## src/rtl/ma216_audio_pkg.sv

```systemverilog
// rtl/ma216_audio_pkg.sv - shared PCM type, audio constants and 16-bit saturation helpers for the MA216 audio output stage
package ma216_audio_pkg;

  typedef logic signed [15:0] pcm16_t;

  // Board audio is unsigned 8-bit with silence at mid-scale.
  localparam int AUDIO_MIDSCALE = 128;

  localparam int PCM_MAX = 32767;
  localparam int PCM_MIN = -32768;

  // Clamp a wide signed value into the signed 16-bit PCM range.
  function automatic pcm16_t sat16(input logic signed [31:0] v);
    if (v > PCM_MAX) begin
      return pcm16_t'(PCM_MAX);
    end else if (v < PCM_MIN) begin
      return pcm16_t'(PCM_MIN);
    end else begin
      return pcm16_t'(v);
    end
  endfunction

  // True when sat16 would have to clamp the value.
  function automatic logic sat16_clips(input logic signed [31:0] v);
    return (v > PCM_MAX) || (v < PCM_MIN);
  endfunction

endpackage

```

## src/rtl/ma216_audio_out_lpf.sv

```systemverilog
// rtl/ma216_audio_out_lpf.sv - ma216_onepole_lpf: oversampled one-pole IIR low-pass, alpha = 2^-FILT_SHIFT
module ma216_onepole_lpf
  import ma216_audio_pkg::*;
#(
  parameter int FILT_SHIFT = 3
) (
  input  logic               clk,
  input  logic               reset,
  input  logic signed [15:0] x,
  output logic signed [15:0] y
);

  // Accumulator holds y scaled by 2^FILT_SHIFT; its steady state is x << FILT_SHIFT,
  // which always fits in 16+FILT_SHIFT signed bits.
  localparam int AW = 16 + FILT_SHIFT;

  logic signed [AW-1:0] acc;
  logic signed [AW-1:0] acc_next;
  logic signed [AW-1:0] x_ext;
  logic signed [AW-1:0] leak;

  // Next accumulator value: add the new input, leak out 2^-FILT_SHIFT of the history.
  // The sum may wrap transiently at AW bits but the final result is always in range,
  // so modular arithmetic yields the exact answer.
  always_comb begin
    x_ext    = AW'(x);
    leak     = acc >>> FILT_SHIFT;
    acc_next = acc + x_ext - leak;
  end

  // Filter history register, cleared by reset.
  always_ff @(posedge clk) begin
    if (reset) begin
      acc <= '0;
    end else begin
      acc <= acc_next;
    end
  end

  // Filter output is the arithmetic shift of the accumulator (floor division).
  assign y = acc[AW-1:FILT_SHIFT];

endmodule

```

## src/rtl/ma216_audio_out.sv

```systemverilog
// rtl/ma216_audio_out.sv - MA216 audio output stage: filter, decimate, valid/ready PCM; DC blocker under MA216_AUDIO_DCBLOCK_EN
module ma216_audio_out
  import ma216_audio_pkg::*;
#(
  parameter int SAMPLE_DIV = 112,
  parameter int FILT_SHIFT = 3,
  parameter int DC_SHIFT   = 10
) (
  input  logic               clk,
  input  logic               reset,
  input  logic [7:0]         audio_in,
  input  logic               mute,
  output logic signed [15:0] sample,
  output logic               sample_valid,
  input  logic               sample_ready,
  output logic               overrun,
  output logic               clip
);

  localparam bit PARAMS_LEGAL = (SAMPLE_DIV >= 2) && (SAMPLE_DIV <= 65535) &&
                                (FILT_SHIFT >= 1) && (FILT_SHIFT <= 8) &&
                                (DC_SHIFT >= 1) && (DC_SHIFT <= 16);

  // Out-of-range settings elaborate this empty, easily spotted scope in the hierarchy.
  if (!PARAMS_LEGAL) begin : g_illegal_parameters
  end

  pcm16_t      x;
  pcm16_t      y;
  pcm16_t      y_out;
  logic [15:0] count;
  logic        tick;

  // Re-centre the unsigned board audio around zero and scale it to full 16-bit range.
  always_comb begin
    x = pcm16_t'((int'(audio_in) - AUDIO_MIDSCALE) * 256);
  end

  ma216_onepole_lpf #(
    .FILT_SHIFT(FILT_SHIFT)
  ) u_lpf (
    .clk  (clk),
    .reset(reset),
    .x    (x),
    .y    (y)
  );

  assign tick = (count == 16'(SAMPLE_DIV - 1));

  // Decimation divider: one tick every SAMPLE_DIV cycles, first tick SAMPLE_DIV cycles after reset.
  always_ff @(posedge clk) begin
    if (reset) begin
      count <= '0;
    end else if (tick) begin
      count <= '0;
    end else begin
      count <= count + 16'd1;
    end
  end

`ifdef MA216_AUDIO_DCBLOCK_EN
  // dc carries 16 integer bits plus DC_SHIFT fraction bits.
  localparam int DW = 16 + DC_SHIFT;

  logic signed [DW-1:0] dc;
  logic signed [DW:0]   dc_err;
  logic signed [16:0]   y_corr;
  logic                 sat_hit;

  // Remove the tracked DC level and saturate back into PCM range.
  always_comb begin
    dc_err  = ((DW+1)'(y) <<< DC_SHIFT) - (DW+1)'(dc);
    y_corr  = 17'(y) - 17'($signed(dc[DW-1:DC_SHIFT]));
    y_out   = sat16(32'(y_corr));
    sat_hit = sat16_clips(32'(y_corr));
  end

  // DC tracker moves 2^-DC_SHIFT of the way toward the filtered level on each tick;
  // clip records any saturation seen on a tick until reset.
  always_ff @(posedge clk) begin
    if (reset) begin
      dc   <= '0;
      clip <= 1'b0;
    end else if (tick) begin
      dc <= dc + DW'(dc_err >>> DC_SHIFT);
      if (sat_hit) begin
        clip <= 1'b1;
      end
    end
  end
`else
  // Without the DC blocker the filtered value passes straight through and cannot clip.
  always_comb begin
    y_out = y;
  end

  assign clip = 1'b0;
`endif

  // Output register and handshake: a tick always loads (the filter output from before this
  // cycle's accumulator update), overwriting an unaccepted sample flags a sticky overrun,
  // and an accepted sample without a tick retires sample_valid while holding the value.
  always_ff @(posedge clk) begin
    if (reset) begin
      sample       <= '0;
      sample_valid <= 1'b0;
      overrun      <= 1'b0;
    end else if (tick) begin
      sample       <= mute ? '0 : y_out;
      sample_valid <= 1'b1;
      if (sample_valid && !sample_ready) begin
        overrun <= 1'b1;
      end
    end else if (sample_valid && sample_ready) begin
      sample_valid <= 1'b0;
    end
  end

endmodule

```

## config.mk

```make
export PLATFORM = sky130hd
export DESIGN_NAME = ma216_audio_out
export DESIGN_NICKNAME = d
export VERILOG_FILES = /design/src/rtl/ma216_audio_pkg.sv /design/src/rtl/ma216_audio_out_lpf.sv /design/src/rtl/ma216_audio_out.sv
export SDC_FILE = /design/constraint.sdc
export NUM_CORES = 1
export LEC_CHECK = 0
export BUFFER_PORTS_ARGS = -buffer_cell sky130_fd_sc_hd__buf_2
export CORE_UTILIZATION = 60
export CTS_CLUSTER_DIAMETER = 40
export CTS_CLUSTER_SIZE = 8
export DETAILED_ROUTE_END_ITERATION = 6
export GPL_ROUTABILITY_DRIVEN = 0
export GPL_TIMING_DRIVEN = 1
export PLACE_DENSITY_LB_ADDON = 0.15
export REMOVE_ABC_BUFFERS = 1
export SYNTH_ARGS = -nofsm -noshare
export SYNTH_HDL_FRONTEND = slang
export SYNTH_HIERARCHICAL = 1
export SYNTH_SLANG_ARGS = --single-unit
export TNS_END_PERCENT = 20
```

## constraint.sdc

```tcl
create_clock -name clk -period 3.3 [get_ports clk]
set_input_delay 0.165 -clock clk [delete_from_list [all_inputs] [get_ports clk]]
set_output_delay 0.165 -clock clk [all_outputs]
set_load 0.02 [all_outputs]
```

# Word level (Yosys, flattened, before mapping)
# Cells that the tools add are included.
# totals
ff_bits	53
latch_bits	0
mem_bits_rw	0
mem_bits_ro	0
inputBits	12
output_inout_bits	19
word_cells	19
mem_count	0
# classes
n_addsub	4
multipliers	0
n_div	0
n_lt_le_gt_ge	0
n_eq_ne	1
n_shift	0
muxes	3
bitwise	0
n_reduce_logical	6
# op_table
cell	n
$add 19x16->19	1
$sub 19x16->19	1
$add 16x1->16 const B	1
$eq 16x7->1 const B	1
$mux 16	1
$sub 8x8->8 const B	1
$logic_and 1x1->1	2
$mux 1	2
$reduce_and 2->1	1
$reduce_bool 2->1	1
$reduce_or 2->1	1
$logic_not 1->1	1

# Depth between registers and ports, before layout
# logic_depth
depth_word	3
ltp_mapped	10
mapped_depth_nobuf	10

# By module
# Netlist, hierarchy kept.
# modules_own_cells
module	n_inst	cells_per_inst	area_per_inst_um2	seq_area_each_um2
ma216_onepole_lpf	1	267	2182.1	380.4
ma216_audio_out	1	158	1406.3	680.7

# Worst setup path before layout
# No wires, ideal clock.
# synth_path
path_type	register to register
from	register u_lpf.acc[12]
to	register u_lpf.acc[15]
setup_time_ps	121
t_arrival_ps	2429
required_time_ps	3179
path_slack_ps	750
path_stages_with_launch	10
path_buffers	0
synth_period_minus_slack_ps	2550
cell_sequence	dfxtp_1 inv_1 fa_1 inv_1 ha_1 a21o_1 a21o_1 a221o_1 a31oi_1 mux2_2
# synth_via
elab_chain_len	2
# synth_rtl
element	line_no	rtl
from (decl)	ma216_audio_out_lpf.sv:17	logic signed [AW-1:0] acc;
from (signal assigned)	ma216_audio_out_lpf.sv:36	acc <= acc_next;
$add 19x16->19	ma216_audio_out_lpf.sv:28	acc_next = acc + x_ext - leak;
$sub 19x16->19 *	ma216_audio_out_lpf.sv:28	
# Mark *: on every way between the ends. The rest lies on a longest branch, timed or not.
# A chain may end at the register's enable or synchronous reset.

# Worst setup path in the final report
# Ends and elaborated chain as after synthesis.

==> metrics list <==
* Count of inserted antenna diode cells: 0
- STA classifies the critical path startpoint as a flop.
- Kind of capture point of the worst setup path: flop
- GRT Resource Usage Total: 23.3%
- In this run, distinct cell masters in the synthesized netlist total 53.
* Fraction of layout instances using a drive strength above 1: 13.7%
- In the post-route analysis, the smallest setup slack over all paths is 0.488 ns.
- Final instance count without filler cells: 517
- Min Tclk post-route: 2.81 ns
* Launch point of the worst reg-to-reg path: u_lpf/acc[12]
- Gates resized during post-CTS repair numbered 0.
- Summed over all cells, the static leakage comes to 1.75 nW.
* Clock Sink Count: 53
- For hold timing, the worst endpoint is sample_valid.
- Largest net degree at the start of global routing: 27
- Measured in cells, the most critical reg-to-reg path has a length of 9.
* Count of nets after finishing: 495
* Crit-path max FO: 6
* Ratio of final minimum period to clock period: 85.2%
- Standard cell core area: 5640 sq um
* Setup fix buffers added after clock tree synthesis: 0
* Port Buffers: 29
* Maximum level of the CTS H-tree: 2
- The startpoint identified for the worst hold timing path is sample_ready.
- Averaged over all synthesized cells, the footprint is 8.44 sq um.
* Number of top-level design ports: 31
* Internal reg-to-reg setup slack: 0.49 ns
- By area the synthesized netlist is led by sky130_fd_sc_hd__dfxtp_1 30%, sky130_fd_sc_hd__fa_1 10%, sky130_fd_sc_hd__inv_1 7.7%, sky130_fd_sc_hd__ha_1 7.3%, sky130_fd_sc_hd__a21oi_1 4.9%.
* Final Hold Slack: 0.143 ns
- Setup total negative slack on the finished layout was measured at 0 ns.
* Half-perimeter wire length after detailed placement: 5150 um
* ANT nets after route: 0
- Iter 0 DRT Violations: 92
* Max-cap viol count: 0
- Die area: 6290 sq um
- Minimum setup slack after placement: 0.492 ns
- Required time worst endpoint: 3.51 ns
- Average vias per placed instance: 5.26
- # hold bufs at CTS: 0
- In this run the clock root is driven by a sky130_fd_sc_hd__clkbuf_8.
* Standard-cell rows: 27
- The clock reaches the later pin of the worst-skew pair after 0.32 ns.
- IR drop worst, VDD: 603 uV
- Cell area after synthesis: 3590 sq um
- For this run, the register share of the synthesized area comes to 29.6%.
* Maximum clock skew at final layout: 0.0156 ns
* Vias after detailed routing: 2,718
- The synthesized design contains 53 register bits.
- Area added between synthesis and finish: 5.86%
- Final routed wire length divided by cell count: 13.1 um
* Maximum clock frequency: 0.356 GHz
* Instance count along the most critical hold path: 3
- For this configuration, the core starts out at a cell density of 63.6%.
- Critical register-to-register path endpoint: u_lpf/acc[15]
- Post-route core utilization: 67.3%
- Overall die width: 79.3 um
- The run finished with clean final reports.
* Final global-route overflow total: 0
- Setup violations remaining at the end of the flow were counted as 0.
- The first global-routing pass estimated 11,400 um of wire.
* Pin slew with the least headroom to its limit: 0.571 ns
- Hold WC Path Type: primary input to flop
* Clock-pin slew reported for the worst setup and hold paths after clock tree synthesis: 0.10 ns
- The max-slew violation total from the final report came to 0.
- TritonCTS built the clock tree.
* Aggregate routed wire length: 6800 um
* Leading area contributor after synthesis: sky130_fd_sc_hd__dfxtp_1
- Die Span Y: 79.3 um
- Unrepaired setup endpoints after global routing: false
- Number of antenna violations at the first check in global routing: 0
- Setup CP Type: flop to flop
- For the worst setup path, the data arrival time is 3.02 ns.
- The number of global-route vias before repair came to 2,524.
- # placed instances: 509
- Area share of the largest cell type after synthesis: 29.6%
- Post-Synthesis Cells: 425
* # DRC: 0
* Longest Clk Path Bufs: 2
* Final Hold Vio Count: 0
* Pwr dens: 1040 nW/um^2
- The Yosys step of the flow raised 6 warnings.
* Worst rel slew slack: 62.0%
- Num CTS Buffers: 5
* DR pass1 iterations: 4
layout by cell type, fill, tap and decap left out, drive strengths merged, types with 4 or more instances in the layout:
master and n:
nor2b 12, nor4 4, clkbuf 5, ha 21, or3b 16, dfxtp 53
nand4 5, inv 75, and2 5, buf 32, fa 18, nor3 5
nand3 9, o21ai 4, and3 5, xor2 7, a21o 9, a21oi 35
nor2 36, conb 9, xnor2 14, nand2 26, mux2 8
report_power, final:
group / internal (mW) / total (mW) / switching, mW
Clock: 0.154 / 0.385 / 0.231
Sequential: 0.761 / 0.861 / 0.100
Combinational: 1.22 / 2.69 / 1.47
worst max-delay path by stage:
stage | from | endpoint | slack (ns) | depth (start not counted)
after floorplan | u_lpf/acc[12] | u_lpf/acc[15] | 0.76 | 9
after global placement | u_lpf/acc[12] | u_lpf/acc[15] | 0.53 | 9
after detailed placement | u_lpf/acc[12] | u_lpf/acc[15] | 0.49 | 9
after CTS | u_lpf/acc[12] | u_lpf/acc[15] | 0.48 | 9
after global routing | u_lpf/acc[12] | u_lpf/acc[15] | 0.34 | 9
final | u_lpf/acc[12] | u_lpf/acc[15] | 0.49 | 9
per-stage QoR:
stage / power, mW / cell area (sq um)
after floorplan: 3.01 / 3450
after global placement: 3.44 / 3700
after detailed placement: 3.52 / 3700
after CTS: 3.92 / 3800
after global routing: 4.33 / 3800
final: 3.94 / 3800
metal layers:
metal / GRT usage (%) / part of all wire, %
met5: 0 / 0
met1: 30.4 / 49
met3: 4.25 / 3.0
met2: 39.1 / 46
met4: 6.91 / 1.5
cells by family (layout without fill, tap and decap cells):
logic type	count (synthesis)	after routing	synth area share [%]
other	1	9	0.105
buffers and inverters	102	114	12.5
flip-flops	53	53	29.6
AO/OA/AOI/OAI	68	68	12.3
XOR/XNOR	21	21	5.13
AND/OR/NAND/NOR	132	132	20.2
multiplexers	9	9	2.79
adder cells (fa/ha/maj)	39	39	17.4
worst max-delay path, stage by stage (launching register included):
cell                      delay (ns)
sky130_fd_sc_hd__dfxtp_1        0.39
sky130_fd_sc_hd__inv_1          0.08
sky130_fd_sc_hd__fa_1           0.53
sky130_fd_sc_hd__inv_1          0.04
sky130_fd_sc_hd__ha_1           0.37
sky130_fd_sc_hd__a21o_1         0.23
sky130_fd_sc_hd__a21o_1         0.18
sky130_fd_sc_hd__a221o_1        0.29
sky130_fd_sc_hd__a31oi_1        0.23
sky130_fd_sc_hd__mux2_2         0.36
layout make-up:
| type | count | area (sq um) |
|---|---|---|
| Tap cell | 72 | 90.1 |
| Timing Repair Buffer | 32 | 168 |
| Clock inverter | 3 | 25.0 |
| Fill cell | 485 | 1840 |
| Clock buffer | 5 | 68.8 |
| Inverter | 74 | 278 |
| Sequential cell | 53 | 1060 |
| Multi-Input combinational cell | 278 | 2110 |
state kept, by name, indices dropped and copies added (netlist names):
register / flops
sample: 16
count: 16
sample_valid: 1
overrun: 1
u_lpf/acc: 19
cell usage after synthesis, drive strengths merged:
master and count:
inv 74, dfxtp 53, nor2 36, a21oi 35, nand2 26, ha 21
buf 20, fa 18, or3b 16, xnor2 14, nor2b 12, a21o 9
nand3 9, clkbuf 8, mux2 8, xor2 7, and2 5, and3 5
nand4 5, nor3 5, nor4 4, o21ai 4, a21boi 3, a31oi 3
nand2b 3, o211ai 3, a221o 2, o21ba 2, or3 2, a211oi 1
a22o 1, a22oi 1, and4 1, and4bb 1, conb 1, mux2i 1
o2111ai 1, o211a 1, o21a 1, o31ai 1, or2 1, or4 1
No activity file was read; power rests on OpenSTA's default activity.
